`src/rtl/warp_mem_arbiter.sv`:
```
// warp_mem_arbiter: shares one memory port between fetch and load/store, one transaction in flight.
// Optional WARP_MEM_ARB_FAIRNESS_EN forces a fetch through after MAX_DATA_BURST data grants.
module warp_mem_arbiter #(
    parameter int MAX_DATA_BURST = 4
) (
    input  logic        i_clk,
    input  logic        i_rst_n,
    input  logic        i_imem_valid,
    input  logic [31:0] i_imem_addr,
    output logic        o_imem_ready,
    output logic        o_imem_rvalid,
    output logic [31:0] o_imem_rdata,
    input  logic        i_dmem_valid,
    input  logic [31:0] i_dmem_addr,
    input  logic        i_dmem_wen,
    input  logic [3:0]  i_dmem_wmask,
    input  logic [31:0] i_dmem_wdata,
    output logic        o_dmem_ready,
    output logic        o_dmem_rvalid,
    output logic [31:0] o_dmem_rdata,
    output logic        o_mem_valid,
    output logic [31:0] o_mem_addr,
    output logic        o_mem_wen,
    output logic [3:0]  o_mem_wmask,
    output logic [31:0] o_mem_wdata,
    input  logic        i_mem_ready,
    input  logic        i_mem_rvalid,
    input  logic [31:0] i_mem_rdata
);

    typedef enum logic [1:0] {
        IDLE,
        ISSUE,
        WAIT
    } state_t;

    state_t state;
    logic   owner_d;
    logic   force_i;
    logic   pick_i;
    logic   pick_d;

    if (MAX_DATA_BURST < 1 || MAX_DATA_BURST > 15) begin : g_bad_burst
        $error("MAX_DATA_BURST must be in 1..15");
    end

`ifdef WARP_MEM_ARB_FAIRNESS_EN
    logic [3:0] burst_cnt;

    always_comb force_i = (burst_cnt == 4'(MAX_DATA_BURST));

    // Counts data grants that starved a waiting fetch; saturates at 15.
    always_ff @(posedge i_clk or negedge i_rst_n) begin
        if (!i_rst_n) begin
            burst_cnt <= 4'd0;
        end else if (o_imem_ready) begin
            burst_cnt <= 4'd0;
        end else if (o_dmem_ready && i_imem_valid && burst_cnt != 4'hf) begin
            burst_cnt <= burst_cnt + 4'd1;
        end
    end
`else
    always_comb force_i = 1'b0;
`endif

    always_comb begin
        pick_i = i_imem_valid & (~i_dmem_valid | force_i);
        pick_d = i_dmem_valid & ~pick_i;
        // Gated by reset so every output reads 0 while reset is held.
        o_imem_ready = i_rst_n & (state == IDLE) & pick_i;
        o_dmem_ready = i_rst_n & (state == IDLE) & pick_d;
    end

    always_ff @(posedge i_clk or negedge i_rst_n) begin
        if (!i_rst_n) begin
            state         <= IDLE;
            owner_d       <= 1'b0;
            o_mem_valid   <= 1'b0;
            o_mem_addr    <= 32'd0;
            o_mem_wen     <= 1'b0;
            o_mem_wmask   <= 4'd0;
            o_mem_wdata   <= 32'd0;
            o_imem_rvalid <= 1'b0;
            o_imem_rdata  <= 32'd0;
            o_dmem_rvalid <= 1'b0;
            o_dmem_rdata  <= 32'd0;
        end else begin
            o_imem_rvalid <= 1'b0;
            o_dmem_rvalid <= 1'b0;
            unique case (state)
                IDLE: begin
                    if (o_imem_ready || o_dmem_ready) begin
                        owner_d     <= o_dmem_ready;
                        o_mem_valid <= 1'b1;
                        o_mem_addr  <= o_dmem_ready ? i_dmem_addr : i_imem_addr;
                        o_mem_wen   <= o_dmem_ready & i_dmem_wen;
                        o_mem_wmask <= o_dmem_ready ? i_dmem_wmask : 4'd0;
                        o_mem_wdata <= o_dmem_ready ? i_dmem_wdata : 32'd0;
                        state       <= ISSUE;
                    end
                end
                ISSUE: begin
                    if (i_mem_ready) begin
                        o_mem_valid <= 1'b0;
                        state       <= WAIT;
                    end
                end
                WAIT: begin
                    if (i_mem_rvalid) begin
                        if (owner_d) begin
                            o_dmem_rvalid <= 1'b1;
                            o_dmem_rdata  <= i_mem_rdata;
                        end else begin
                            o_imem_rvalid <= 1'b1;
                            o_imem_rdata  <= i_mem_rdata;
                        end
                        state <= IDLE;
                    end
                end
                default: state <= IDLE;
            endcase
        end
    end

endmodule
```
`config.mk`:
```
export PLATFORM = sky130hd
export DESIGN_NAME = warp_mem_arbiter
export DESIGN_NICKNAME = d
export VERILOG_FILES = /design/src/rtl/warp_mem_arbiter.sv
export SDC_FILE = /design/constraint.sdc
export NUM_CORES = 1
export LEC_CHECK = 0
export BUFFER_PORTS_ARGS = -buffer_cell sky130_fd_sc_hd__buf_2
export CORE_MARGIN = 5
export CORE_UTILIZATION = 45
export CTS_CLUSTER_SIZE = 16
export DETAILED_ROUTE_END_ITERATION = 16
export GPL_ROUTABILITY_DRIVEN = 0
export PLACE_DENSITY = 0.79
export RECOVER_POWER = 50
export SETUP_SLACK_MARGIN = 0.1
export SYNTH_ARGS = -nofsm -noshare
export SYNTH_HDL_FRONTEND = slang
export SYNTH_SLANG_ARGS = --single-unit
export TNS_END_PERCENT = 20
```
`constraint.sdc`:
```
create_clock -name i_clk -period 2.1 [get_ports i_clk]
set_input_delay 0.315 -clock i_clk [delete_from_list [all_inputs] [get_ports i_clk]]
set_output_delay 0.315 -clock i_clk [all_outputs]
set_load 0.1 [all_outputs]
```
==> After elaboration in Yosys (flattened, before gate mapping) <==
Cells that the tools add are included.
{ "totals": {"reg_bits": 139, "inputBits": 139, "memories": 0, "word_cells": 49, "romBits": 0, "latchBits": 0, "out_inout_bits": 138, "mem_bits_rw": 0} }
{ "op_classes": {"shifts": 0, "add_sub_neg": 0, "n_reduce_logical": 8, "eq_ne": 5, "bitwise_logic": 9, "mul": 0, "magnitude_cmp": 0, "mux": 16, "n_div": 0} }
{ "ops": {"columns": ["op", "count"], "rows": [
  ["32-bit 2-to-1 mux", 2],
  ["3-bit AND reduction", 4],
  ["1-bit 2-to-1 mux", 8],
  ["1-bit AND", 6],
  ["2-bit 2-to-1 mux", 3],
  ["2-bit case mux with 3 select lines", 1],
  ["4-bit 2-to-1 mux", 1],
  ["2-bit inequality test, second input constant", 2],
  ["1-bit NOT", 3],
  ["2-bit by 1-bit == test with 1-bit output, second input constant", 1],
  ["2-bit == test, second input constant", 1],
  ["2-bit zero test", 1],
  ["2-bit by 1-bit inequality test with 1-bit output, second input constant", 1],
  ["1-bit case mux with 2 select lines", 1],
  ["2-bit AND reduction", 1],
  ["2-bit nonzero test", 1],
  ["1-bit logical OR", 1]
]} }

==> Depth between registers and ports, before layout <==
Gate-level depths: netlist of the first run.
{ "logic_depth": {"word_depth": 8, "mapped_depth": 6, "mapped_depth_nobuf": 4} }

==> Least setup slack after synthesis of the first run <==
No wires, ideal clock.
{ "synth_timing": {"kind": "reg-to-output", "from": "register state[1]", "to": "output o_imem_ready", "t_required_ps": 1785, "n_path_buf": 0, "t_arrival_ps": 2133, "setup_slack_ps": -348, "stages_incl_launch_ff": 4, "cell_sequence": "dfrtp_1 nor3b_2 nand2_1 nor2_1"} }
{ "synth_between": {"elab_chain_len": 3} }
{ "synth_lines": {"columns": ["item", "line_no", "rtl"], "rows": [
  ["start: declaration", "37", "state_t state;"],
  ["start signal: assignment", "76", "state <= IDLE;"],
  ["start signal: assignment", "99", "state <= ISSUE;"],
  ["start signal: assignment", "105", "state <= WAIT;"],
  ["2-bit zero test", "70", "o_imem_ready = i_rst_n & (state == IDLE) & pick_i;"],
  ["1-bit AND (2 in a row)", "70", null],
  ["end: declaration", "10", "output logic o_imem_ready,"]
]} }
Every way passes these cells.

==> Final worst setup path of the first run <==
{ "layout_timing": {"from": "register state[0]", "to": "output o_dmem_ready"} }
{ "layout_between": {"elab_chain_len": 3} }
{ "layout_lines": {"columns": ["item", "line_no", "rtl"], "rows": [
  ["2-bit zero test", "71", "o_dmem_ready = i_rst_n & (state == IDLE) & pick_d;"],
  ["1-bit AND (2 in a row)", "71", null],
  ["end: declaration", "18", "output logic o_dmem_ready,"]
]} }
Every way passes these cells.

==> results.md, run 1 <==
- The number of instances in the synthesized netlist is 355.
- The largest net degree at the start of global routing is 57.
- The signal arrival time at the worst endpoint is 1630 ps.
- The total via count after detailed routing is 4397.
- After synthesis, the netlist uses 21 different library cells.
- The synthesized design contains 139 register bits.
- Counting along the longest clock path gives a buffer depth of 2.
- Across all register-to-register paths, the minimum setup slack is 240 ps.
- The reg-to-reg startpoint is state[0].
- Dividing the detail-routed via count by the number of cells gives 5.54.
- The count of maximum capacitance violations is 0.
- The clock-pin slew reported for the worst setup and hold paths after clock tree synthesis is 50 ps.
- The initial antenna violation count is 0.
- The min-delay analysis places its worst path in the category input port to register.
- The clock sink count is 139.
- In the final timing run, aggregate negative setup slack is 0 ps.
- The clock period could shrink to 1940 ps.
- The critical path startpoint category is a register.
- The proportion of synthesized flip-flops having asynchronous set or reset is 1.00.
- The max-slew violation total from the final report came to 0.
- In this run the clock root is driven by a sky130_fd_sc_hd__clkbuf_16.
- For the pin with the worst max-slew slack, the measured transition is about 1000 ps.
- The detailed-placement wirelength estimate is roughly 12000 um.
- The wire length of the first global-routing pass is 24700 um.
- The worst hold path was traced through 2 stages.
- Setup repair after global routing could not meet its margin everywhere.
- The clock insertion delay at the later pin of the skew report is approximately 400 ps.
- The floorplan has 40 rows.
- The residual antenna-violating net count after detailed routing is 0.
- Pin placement for this block handled 277 I/O pins.
- Wires add up to between 15000 and 20000 um.
- The launch instance of the worst min-delay path is i_mem_ready.
- The number of warning messages in the yosys log is 0.
- The number of nets in the synthesized netlist is 494.
- For this run, the post-layout net count is 775.
- Of the available clock period, the critical path in the final layout requires 0.924.
- TritonCTS created 17 clock buffers.
- The endpoint of the worst register-to-register path is o_mem_wdata[9].
- Of all nets on the critical path, the largest fanout is 8.
- The number of enable-type register cells in the synthesized netlist is 0.
- The first TritonRoute pass finished after 5 iterations.
- The share of the yosys chip area belonging to registers is 0.634.
- The worst pin sits at a relative slew slack of 0.325.
- The clock skew is around 6.8 ps.
- The count of port buffers added during placement is 276.
- The TritonCTS clock tree is done.
- The kind of critical path is register to primary output.
- The floorplan step defined a die boundary enclosing approximately 15000 um2.
- The flow ran to the end, and the final reports show no timing, DRC or antenna violations.
- The DRC violation count after routing is 0.
- The number of global-route vias before repair is 4711.
- The number of antenna diodes is 0.
- The dominant register cell in the synthesized netlist is sky130_fd_sc_hd__dfrtp_1.
- The achievable frequency is 515 MHz.
- In this run, the number of DRC markers left after iteration 0 of detailed routing was 313.
- The initial utilization of the core area, before any placement, comes to 0.459.
- The endpoint required time on the critical path is 1780 ps.
- The average cell area after synthesis is ~15 um2.
- Dividing the detail-routed wire length by the instance count gives 19.7 um.
- The worst hold path terminates at state[0].
- The fraction of final layout cells sized beyond drive strength 1 is 0.650.
- The leftover overflow at the end of global routing is 0.
- The final hold violation count came to 0.
- The H-tree generated during clock tree synthesis spans 4 levels.
- Setup violations remaining at the end of the flow were counted as 0.
- In the global route stage, overall resource usage came out at 0.216.
- The die boundary height is 120 um.
- The sort of element at the end of the critical path is a primary output.
- The region available for standard cell placement spans 12000 um2.
- The synthesis-to-finish area growth is 39.4%.
- In this run the horizontal extent of the chip is between 100 and 150 um.
- The cell area after synthesis is 5490 um2.
- The worst register-to-register path has a depth of 5.
==> critical path, stage by stage, from the launching register on <==
cell,delay [ps]
sky130_fd_sc_hd__dfrtp_1,450
sky130_fd_sc_hd__nor3b_4,300
sky130_fd_sc_hd__nand2_1,160
sky130_fd_sc_hd__inv_4,140
sky130_fd_sc_hd__buf_12,180
==> stage by stage <==
| step | worst slack [ps] | cell area [um2] | cells | hold WS [ps] | util |
|---|---|---|---|---|---|
| finish | 160 | 7650 | 793 | 144 | 0.640 |
| global route | 38.2 | 7650 | 793 | 120 | 0.640 |
| CTS | 121 | 7660 | 792 | 9.68 | 0.640 |
| detailed placement | 411 | 7070 | 762 | 430 | 0.591 |
| global placement | 437 | 7070 | 762 | 400 | 0.591 |
| floorplan | 101 | 5490 | 355 | 19.4 | - |
==> sequential cells by signal (all words and copies together), names as in the netlist <==
name / flops
o_mem_wmask: 4
state: 2
owner_d: 1
o_mem_wdata: 32
o_imem_rdata: 32
o_dmem_rdata: 32
o_mem_valid: 1
o_mem_addr: 32
o_dmem_rvalid: 1
o_imem_rvalid: 1
o_mem_wen: 1
==> how the worst max path moves through the flow <==
stage | cells after the start | start | end
after floorplan | 3 | state[1] | o_imem_ready
after global placement | 4 | state[1] | o_mem_addr[16]
after detailed placement | 4 | state[1] | o_mem_addr[15]
after CTS | 4 | state[1] | o_dmem_ready
after global routing | 4 | i_rst_n | o_mem_wdata[3]
final | 4 | state[0] | o_dmem_ready
==> cells in the final DEF (no fill, tap or decap), types with 2 or more instances in the layout <==
master,count
sky130_fd_sc_hd__a22o_1,37
sky130_fd_sc_hd__buf_12,3
sky130_fd_sc_hd__buf_2,164
sky130_fd_sc_hd__buf_4,11
sky130_fd_sc_hd__bufinv_16,3
sky130_fd_sc_hd__clkbuf_1,2
sky130_fd_sc_hd__clkbuf_16,17
sky130_fd_sc_hd__clkbuf_2,111
sky130_fd_sc_hd__clkinv_2,4
sky130_fd_sc_hd__clkinv_4,2
sky130_fd_sc_hd__clkinvlp_4,2
sky130_fd_sc_hd__dfrtp_1,139
sky130_fd_sc_hd__mux2_2,64
sky130_fd_sc_hd__nand2_1,5
sky130_fd_sc_hd__nand2b_1,3
sky130_fd_sc_hd__nor3b_4,2
sky130_fd_sc_hd__o21ai_0,2
sky130_fd_sc_hd__o221a_2,32
sky130_fd_sc_hd__o32a_1,32
==> metal layers <==
| metal | vias up | wire [um] | GRT usage |
|---|---|---|---|
| li1 | 1970 | - | - |
| met1 | 2176 | 6440 | 0.282 |
| met2 | 236 | 7650 | 0.356 |
| met3 | 15 | 1250 | 0.0566 |
| met4 | 0 | 257 | 0.0644 |
| met5 | - | 0 | 0 |
==> cell families (layout without fill, tap and decap cells) <==
logic type      Yosys count  after routing  synth area share
simple gates             15             15            0.0178
mux                      64             64             0.131
flops                   139            139             0.634
compound gates          104            104             0.186
buf+inv                  33            324            0.0312
==> Yosys cell counts, types with 2 or more instances <==
cell type	number	share of area
sky130_fd_sc_hd__a22o_1	37	0.059
sky130_fd_sc_hd__mux2_2	64	0.13
sky130_fd_sc_hd__o32a_1	32	0.058
sky130_fd_sc_hd__nand2_1	5	0.0034
sky130_fd_sc_hd__clkbuf_1	15	0.010
sky130_fd_sc_hd__buf_6	4	0.0082
sky130_fd_sc_hd__buf_2	11	0.010
sky130_fd_sc_hd__o21ai_0	2	0.0018
sky130_fd_sc_hd__nand2b_1	3	0.0034
sky130_fd_sc_hd__dfrtp_1	139	0.63
sky130_fd_sc_hd__o221a_2	32	0.066
sky130_fd_sc_hd__nor3b_2	2	0.0046
==> timing repair <==
| item | in CTS | in global routing |
|---|---|---|
| setup buffers | 0 | 1 |
| endpoints found under the setup margin | 1 | 2 |
| endpoints found under the hold margin | 10 | 0 |
| gates resized for setup | 1 | 2 |
| pin swaps | 0 | 1 |
| hold buffers | 1 | 0 |
==> cell type report <==
cell class	instances	area, um2
clock inverter	12	151
tap	147	184
sequential	139	3480
multi-input combinational	183	1860
timing repair buffer	293	1540
inverter	2	10.0
fill	883	4310
clock buffer	17	425
Power of run 1 is left out: the tool's default activity adds up to more than one toggle a clock period on the data nets, which glitch-free logic cannot reach.
==> run 2, diff against run 1 <==
--- a/config.mk
+++ b/config.mk
@@ -7,11 +7,11 @@
 export LEC_CHECK = 0
 export BUFFER_PORTS_ARGS = -buffer_cell sky130_fd_sc_hd__buf_2
 export CORE_MARGIN = 5
-export CORE_UTILIZATION = 45
+export CORE_UTILIZATION = 40
 export CTS_CLUSTER_SIZE = 16
 export DETAILED_ROUTE_END_ITERATION = 16
 export GPL_ROUTABILITY_DRIVEN = 0
-export PLACE_DENSITY = 0.79
+export PLACE_DENSITY = 0.72
 export RECOVER_POWER = 50
 export SETUP_SLACK_MARGIN = 0.1
 export SYNTH_ARGS = -nofsm -noshare
==> results.md, run 2 (synthesis results as in run 1) <==
- Of the cells placed in the final design, the portion with a size suffix greater than 1 is 0.657.
- Leaving out fill and tap cells, the most frequent cells in the layout are sky130_fd_sc_hd__buf_2 (242), sky130_fd_sc_hd__dfrtp_1 (138), sky130_fd_sc_hd__mux2_2 (64), sky130_fd_sc_hd__a22o_1 (37), sky130_fd_sc_hd__clkbuf_2 (33).
- The worst setup path is captured at a primary output.
- The number of buffers on the longest clock path is 2.
- Of all nets on the critical path, the largest fanout is 5.
- Setup repair after global routing could not meet its margin everywhere.
- Summing all non-filler instances in the final layout gives an area of between 7000 and 8000 um2.
- Setup violations remaining at the end of the flow were counted as 0.
- The initial antenna violation count is 1.
- The number of nets in the finished design is between 700 and 800.
- The final hold violation count is 0.
- The worst-case headroom to the max-slew limit is -0.114.
- The core region is 13300 um2.
- The library cell used most frequently in the layout, excluding fill and tap cells, is sky130_fd_sc_hd__buf_2.
- The number of DRC markers in iteration 0 is 255.
- The floorplan has between 40 and 50 rows.
- The accumulated negative setup slack is 0 ps.
- The clock insertion delay at the later pin of the skew report is 410 ps.
- The library cell used as clock root buffer is sky130_fd_sc_hd__clkbuf_16.
- The signal arrival time at the worst endpoint is around 1600 ps.
- The overall routed net length is 15900 um.
- The clock-pin slew reported for the worst setup and hold paths after clock tree synthesis is 50 ps.
- Once placement finished, the instance area stood at 7110 um2.
- The number of global-route vias before repair was 4720.
- The residual antenna-violating net count after detailed routing is 0.
- The clock net in this run drives a total of approximately 140 sinks.
- The leftover overflow at the end of global routing is 0.
- TritonCTS built the clock tree.
- The worst path needs 1930 ps of the cycle, external delays included.
- The run finished, with violations left.
- The count of port buffers added during placement is between 200 and 300.
- The actual transition at the worst max-transition pin is about 1700 ps.
- The max-slew violation total from the final report is between 100 and 150.
- The wire length of the first global-routing pass is 24600 um.
- The number of antenna diodes is 0.
- Clock tree synthesis inserted a total of 17 buffers.
- The vias per cell is 5.38.
- The fill cell instance count of the final layout is 1078.
- The routed length per instance is 19.2 um.
- In this run the count of I/O pins placed on the die edge is around 280.
- In the routed design, unresolved DRC markers number 0.
- The length of the first detailed-routing pass in iterations is 4.
- The endpoint required time on the critical path is 1780 ps.
- The total via count after detailed routing is 4447.
- The checks that failed: capacitance limit, slew limit.
- The area of all sequential standard cells is between 3000 and 4000 um2.
- The die covers around 16000 um2.
- The die is 127 um tall.
- For this configuration, the core starts out at a cell density of 0.411.
- The path class of the tightest hold or removal check is input port to register.
- The worst setup path is launched from a register.
- The largest net degree at the start of global routing is 136.
- The detailed-placement wirelength estimate is 11400 um.
- For this run, the top clock speed supported by timing is ~520 MHz.
- The fraction of the cycle the final worst path needs is 0.919.
- The clock skew is roughly 7 ps.
- The number of H-tree levels is 4.
- Relative to the synthesized area, the layout overhead comes to 41.5%.
- The global-route usage over all layers is 0.194.
- The horizontal die dimension is 127 um.
- The kind of critical path is register to primary output.
- The area taken by multi-input logic gates is 1860 um2.
- The count of maximum capacitance violations is 1.
[run 2: cell count changes in the layout (fill, tap and decap cells not counted), sizes merged]
| cell | delta |
|---|---|
| clkinv | -2 |
| buf | +81 |
| bufinv | +1 |
| clkinvlp | +1 |
| inv | +1 |
| clkbuf | -78 |
[run 2: area by class of cell]
class	instances	area share
clock buffers	19	0.0583
clock inverters	13	0.0242
inverters	2	0.000967
multi-input cells	183	0.240
flip-flops and latches	139	0.448
well taps	176	0.0284
repair buffers	294	0.200
[run 2: worst paths after layout]
| check | startpoint | cells past startpoint | endpoint | slack, ps |
|---|---|---|---|---|
| max | state[0] | 4 | o_imem_ready | 170 |
| min | i_mem_ready | 2 | state[0] | 120 |
| max reg2reg | state[0] | 4 | o_mem_wmask[2] | 270 |
| min reg2reg | o_mem_wdata[17] | 1 | o_mem_wdata[17] | 500 |
| max in group asynchronous | i_rst_n | 2 | o_mem_wmask[0] | 500 |
| min in group asynchronous | i_rst_n | 2 | o_mem_valid | 380 |
[run 2: metrics by stage]
stage	hold slack [ps]	worst slack [ps]	util	std cells
3_3_place_gp	109	449	0.532	788
4_1_cts	61.9	106	0.581	821
3_5_place_dp	113	423	0.532	788
2_1_floorplan	19.4	101	-	355
6_report	120	171	0.582	826
5_1_grt	102	55.6	0.582	826
[run 2: worst max-delay path, stage by stage, from the launching register on]
cell and delay, ps:
sky130_fd_sc_hd__dfrtp_1 430, sky130_fd_sc_hd__nor3b_4 310, sky130_fd_sc_hd__nand2_2 130, sky130_fd_sc_hd__nor2_4 150
sky130_fd_sc_hd__buf_12 180
[run 2: what timing repair did]
item	in CTS	in global routing
endpoints found under the hold margin	4	0
buffers inserted	0	5
resized for setup	0	4
hold buffers	1	0
setup endpoints to repair	0	2
[run 2: layer usage]
metal / global-route usage / vias to the layer above / share of wire
met5: 0 / - / 0.00082
met4: 0.0896 / 2 / 0.028
met1: 0.235 / 2228 / 0.40
li1: - / 1964 / -
met2: 0.317 / 216 / 0.49
met3: 0.0622 / 37 / 0.081
Power of run 2 is left out for the same reason.
==> run 3, diff against run 2 <==
--- a/config.mk
+++ b/config.mk
@@ -5,13 +5,15 @@
 export SDC_FILE = /design/constraint.sdc
 export NUM_CORES = 1
 export LEC_CHECK = 0
+export ABC_AREA = 1
 export BUFFER_PORTS_ARGS = -buffer_cell sky130_fd_sc_hd__buf_2
 export CORE_MARGIN = 5
 export CORE_UTILIZATION = 40
 export CTS_CLUSTER_SIZE = 16
 export DETAILED_ROUTE_END_ITERATION = 16
 export GPL_ROUTABILITY_DRIVEN = 0
-export PLACE_DENSITY = 0.72
+export MAX_ROUTING_LAYER = met4
+export PLACE_DENSITY = 0.7
 export RECOVER_POWER = 50
 export SETUP_SLACK_MARGIN = 0.1
 export SYNTH_ARGS = -nofsm -noshare
==> constraint.sdc (replaced) <==
create_clock -name i_clk -period 2.1 [get_ports i_clk]
set_input_delay 0.315 -clock i_clk [delete_from_list [all_inputs] [get_ports i_clk]]
set_output_delay 0.315 -clock i_clk [all_outputs]
set_load 0.005 [all_outputs]
==> results.md, run 3 <==
- Along the worst hold path, the cell count comes to 3.
- The sort of element at the end of the critical path is a primary output.
- Across all setup checks in the final design, the least slack found is between 150 and 200 ps.
- Power spread over the standard cell area amounts to 1410 nW/um2.
- The share of the yosys chip area belonging to registers is 0.582.
- The area growth from synthesis to layout is 35.6%.
- The global-route usage over all layers is 0.203.
- Clock latency on the worst-skew pair, taken at its later pin, is 410 ps.
- The number of enable-type register cells in the synthesized netlist is 0.
- The post-synthesis sequential element count is ~140.
- After the first detailed-routing iteration, the DRC count stood at 356.
- The clock skew is 8.10 ps.
- sky130_fd_sc_hd__dfrtp_1 takes more of the synthesized area than any other cell.
- In the layout the commonest cells are sky130_fd_sc_hd__buf_2 (219), sky130_fd_sc_hd__nand2_1 (209), sky130_fd_sc_hd__dfrtp_1 (139), sky130_fd_sc_hd__nand3_1 (102), sky130_fd_sc_hd__inv_1 (99).
- The worst register-to-register path begins at state[1].
- Input and output buffers added on the ports amount to about 280.
- The final hold violation count is 0.
- The count of maximum capacitance violations is 0.
- Counting every net in the synthesized netlist gives between 800 and 900.
- The initial antenna violation count is 1.
- The largest net degree at the start of global routing is 74.
- Setup repair after global routing could not meet its margin everywhere.
- The internal power is 7.44 mW.
- The worst-case hold path end point is o_mem_wdata[17].
- Counting both buffers and inverters, the worst setup path holds a total of 2.
- The starting utilization of the core area is 0.410.
- After routing the design area is about 8000 um2.
- The most instantiated library cell after synthesis is sky130_fd_sc_hd__nand2_1.
- The wire length of the first global-routing pass is roughly 28000 um.
- The share of total power dissipated in combinational logic is 0.324.
- The largest incremental delay on the critical path is 420 ps.
- The full die area is about 17000 um2.
- Measured along the y axis, the die boundary spans 132 um.
- For this design the total switching power over the nets is 3.96 mW.
- The HPWL after detailed placement is 12700 um.
- The number of instances in the synthesized netlist is 707.
- A synthesized cell averages approximately 8.5 um2.
- The TritonCTS clock tree is done.
- The kind of cell adding the most delay to the critical path is simple AND/OR/NAND/NOR gates.
- The sequential share of power is 0.405.
- The routed length per instance is 15.1 um.
- The placeable core region is 14600 um2.
- The depth of the most critical reg-to-reg path is 6.
- The routed design has 17600 um of wire.
- The vias per cell is 4.81.
- The worst hold path belongs to the class input port to register.
- IR analysis of the VDD net gives a maximum drop of 0.591 mV.
- The setup slack on the worst flop-to-flop path is around 420 ps.
- The worst-case headroom to the max-slew limit is 0.349.
- The leading cell type in the layout, fill and taps excluded is sky130_fd_sc_hd__buf_2.
- The slowest library cell on the worst path is sky130_fd_sc_hd__dfrtp_1.
- The die is ~130 um wide.
- The net count of the finished layout is 1109.
- Of the total power, the clock network draws 0.271.
- The post-placement setup slack is 455 ps.
- The achievable frequency is 522 MHz.
- The total leakage power is 4.69 nW.
- The number of global-route vias before repair is 5427.
- The flow ran to the end, and the final reports show no timing, DRC or antenna violations.
- By count the netlist is led by sky130_fd_sc_hd__nand2_1 (210), sky130_fd_sc_hd__dfrtp_1 (139), sky130_fd_sc_hd__nand3_1 (104).
- In this run the cell area measured after placement is roughly 7500 um2.
- At the worst endpoint, the required time is 1780 ps.
- The count of distinct cell types in the synthesized netlist is 19.
- The setup violation total in the final timing report is 0.
- The fill cell instance count of the final layout is around 1400.
- Sorting the synthesized cells by area gives the leading types as sky130_fd_sc_hd__dfrtp_1 (58%), sky130_fd_sc_hd__nand2_1 (13%), sky130_fd_sc_hd__nand3_1 (8.7%).
- The worst setup path is of the register to primary output kind.
- The length of the first detailed-routing pass in iterations is 4.
- Clock-pin slew was measured on the worst setup and hold paths at 60 ps.
- For this run the aggregate overflow at the end of global routing stands at 0.
- The number of buffers added by the clock tree synthesis step is 17.
- The dominant register cell in the synthesized netlist is sky130_fd_sc_hd__dfrtp_1.
- The cell area after synthesis is 5980 um2.
- The residual antenna-violating net count after detailed routing is 0.
- Row generation in the floorplan step produced 44 rows.
- Of the total power, the share spent switching nets is 0.347.
- Counting flops with an async set or reset pin after synthesis yields a share of 1.00.
- In the routed design, unresolved DRC markers number 0.
- The actual transition at the worst max-transition pin is between 900 and 1000 ps.
- The library cell used as clock root buffer is sky130_fd_sc_hd__clkbuf_16.
- During I/O placement, the number of pins put on the boundary was 277.
- The clock sink count is 139.
- The critical path goes through nor2_4 -> nand3_4 -> inv_4 -> buf_2.
- Setup total negative slack on the finished layout was measured at 0 ps.
- The smallest clock period supported by the final layout is computed as between 1500 and 2000 ps.
- Along the worst path, the maximum fanout reaches 19.
- The worst register-to-register path ends at o_dmem_rdata[8].
- The startpoint identified for the worst hold timing path is i_dmem_wdata[17].
- In this run the number of H-tree levels came out at 4.
- Dividing the final minimum period by the clock period gives 0.913.
- For this run, the number of Yosys warnings is 0.
- The detailed router placed 5617 vias in this run.
- The critical path startpoint category is a register.
- The share of synthesized area in the top cell type comes to 0.582.
- The post-CTS setup-driven buffer insertion count is 0.
- The max-slew violation total from the final report came to 0.
- Data on the critical path arrives at its endpoint at 1600 ps.
- The fraction of final layout cells sized beyond drive strength 1 is 0.279.
- The number of buffers on the longest clock path is 2.
run 3: changes by cell type after synthesis, moves of 3 or more:
cell / change
sky130_fd_sc_hd__o21ai_0: +46
sky130_fd_sc_hd__nand2_1: +205
sky130_fd_sc_hd__nand2b_1: -3
sky130_fd_sc_hd__a22o_1: -37
sky130_fd_sc_hd__buf_2: +17
sky130_fd_sc_hd__o221a_2: -32
sky130_fd_sc_hd__o21ai_1: +16
sky130_fd_sc_hd__nand3_1: +104
sky130_fd_sc_hd__nand4_1: +32
sky130_fd_sc_hd__mux2_2: -64
sky130_fd_sc_hd__buf_6: -3
sky130_fd_sc_hd__inv_1: +98
sky130_fd_sc_hd__o32a_1: -32
run 3: worst min-delay path, stage by stage:
cell	delay (ps)
sky130_fd_sc_hd__buf_2	70
sky130_fd_sc_hd__nand2_1	40
sky130_fd_sc_hd__nand2_1	50
run 3: how the worst max path moves through the flow:
stage | start | endpoint | slack [ps] | cells after the start
after floorplan | state[0] | o_imem_ready | 690 | 5
after global placement | i_dmem_valid | o_dmem_ready | 470 | 4
after detailed placement | i_dmem_valid | o_dmem_ready | 450 | 4
after CTS | state[0] | o_dmem_ready | 90 | 4
after global routing | state[0] | o_dmem_ready | 70 | 4
final | state[0] | o_dmem_ready | 180 | 4
run 3: metrics by stage:
stage | util | total power, mW | hold slack (ps) | cells
after CTS | 0.561 | 11.6 | 78.9 | 1166
after floorplan | - | 6.43 | 19.4 | 707
final | 0.555 | 11.4 | 103 | 1167
after detailed placement | 0.517 | 8.48 | 158 | 1133
after global routing | 0.555 | 12.2 | 87.6 | 1167
after global placement | 0.517 | 8.40 | 155 | 1133
run 3: metal layers:
layer  routed length [um]  global-route usage
met1                 7870               0.278
met2                 7880               0.296
met3                 1620              0.0595
met4                  266              0.0560
met5                    0                   -
run 3: repair_timing:
item                                    4_1_cts  5_1_grt
endpoints found under the setup margin        1        2
endpoints found under the hold margin        10        0
hold buffers                                  2        0
resized for setup                             2        2
run 3: area by class of cell:
| type | count | area (um2) | share of cell area |
|---|---|---|---|
| flip-flops and latches | 139 | 3480 | 0.429 |
| multi-input cells | 417 | 1900 | 0.235 |
| repair buffers | 295 | 1500 | 0.185 |
| clock buffers | 19 | 453 | 0.0559 |
| inverters | 100 | 378 | 0.0466 |
| well taps | 184 | 230 | 0.0284 |
| clock inverters | 12 | 159 | 0.0196 |
| diodes | 1 | 2.50 | 0.000309 |
run 3: logic make-up after synthesis:
family                 Yosys count  synth area share
AOI/OAI and AO/OA               66            0.0557
buffers and inverters          151             0.104
DFF                            139             0.582
and+or+nand+nor                351             0.258
run 3: power by group through the flow:
stage / Combinational [mW] / Clock, mW / Sequential, mW
finish: 3.69 / 3.09 / 4.62
global route: 4.17 / 3.27 / 4.78
CTS: 3.88 / 3.15 / 4.60
detailed placement: 3.88 / 0 / 4.60
global placement: 3.78 / 0 / 4.62
floorplan: 1.73 / 0 / 4.69
(Power assumes the default switching activity.)
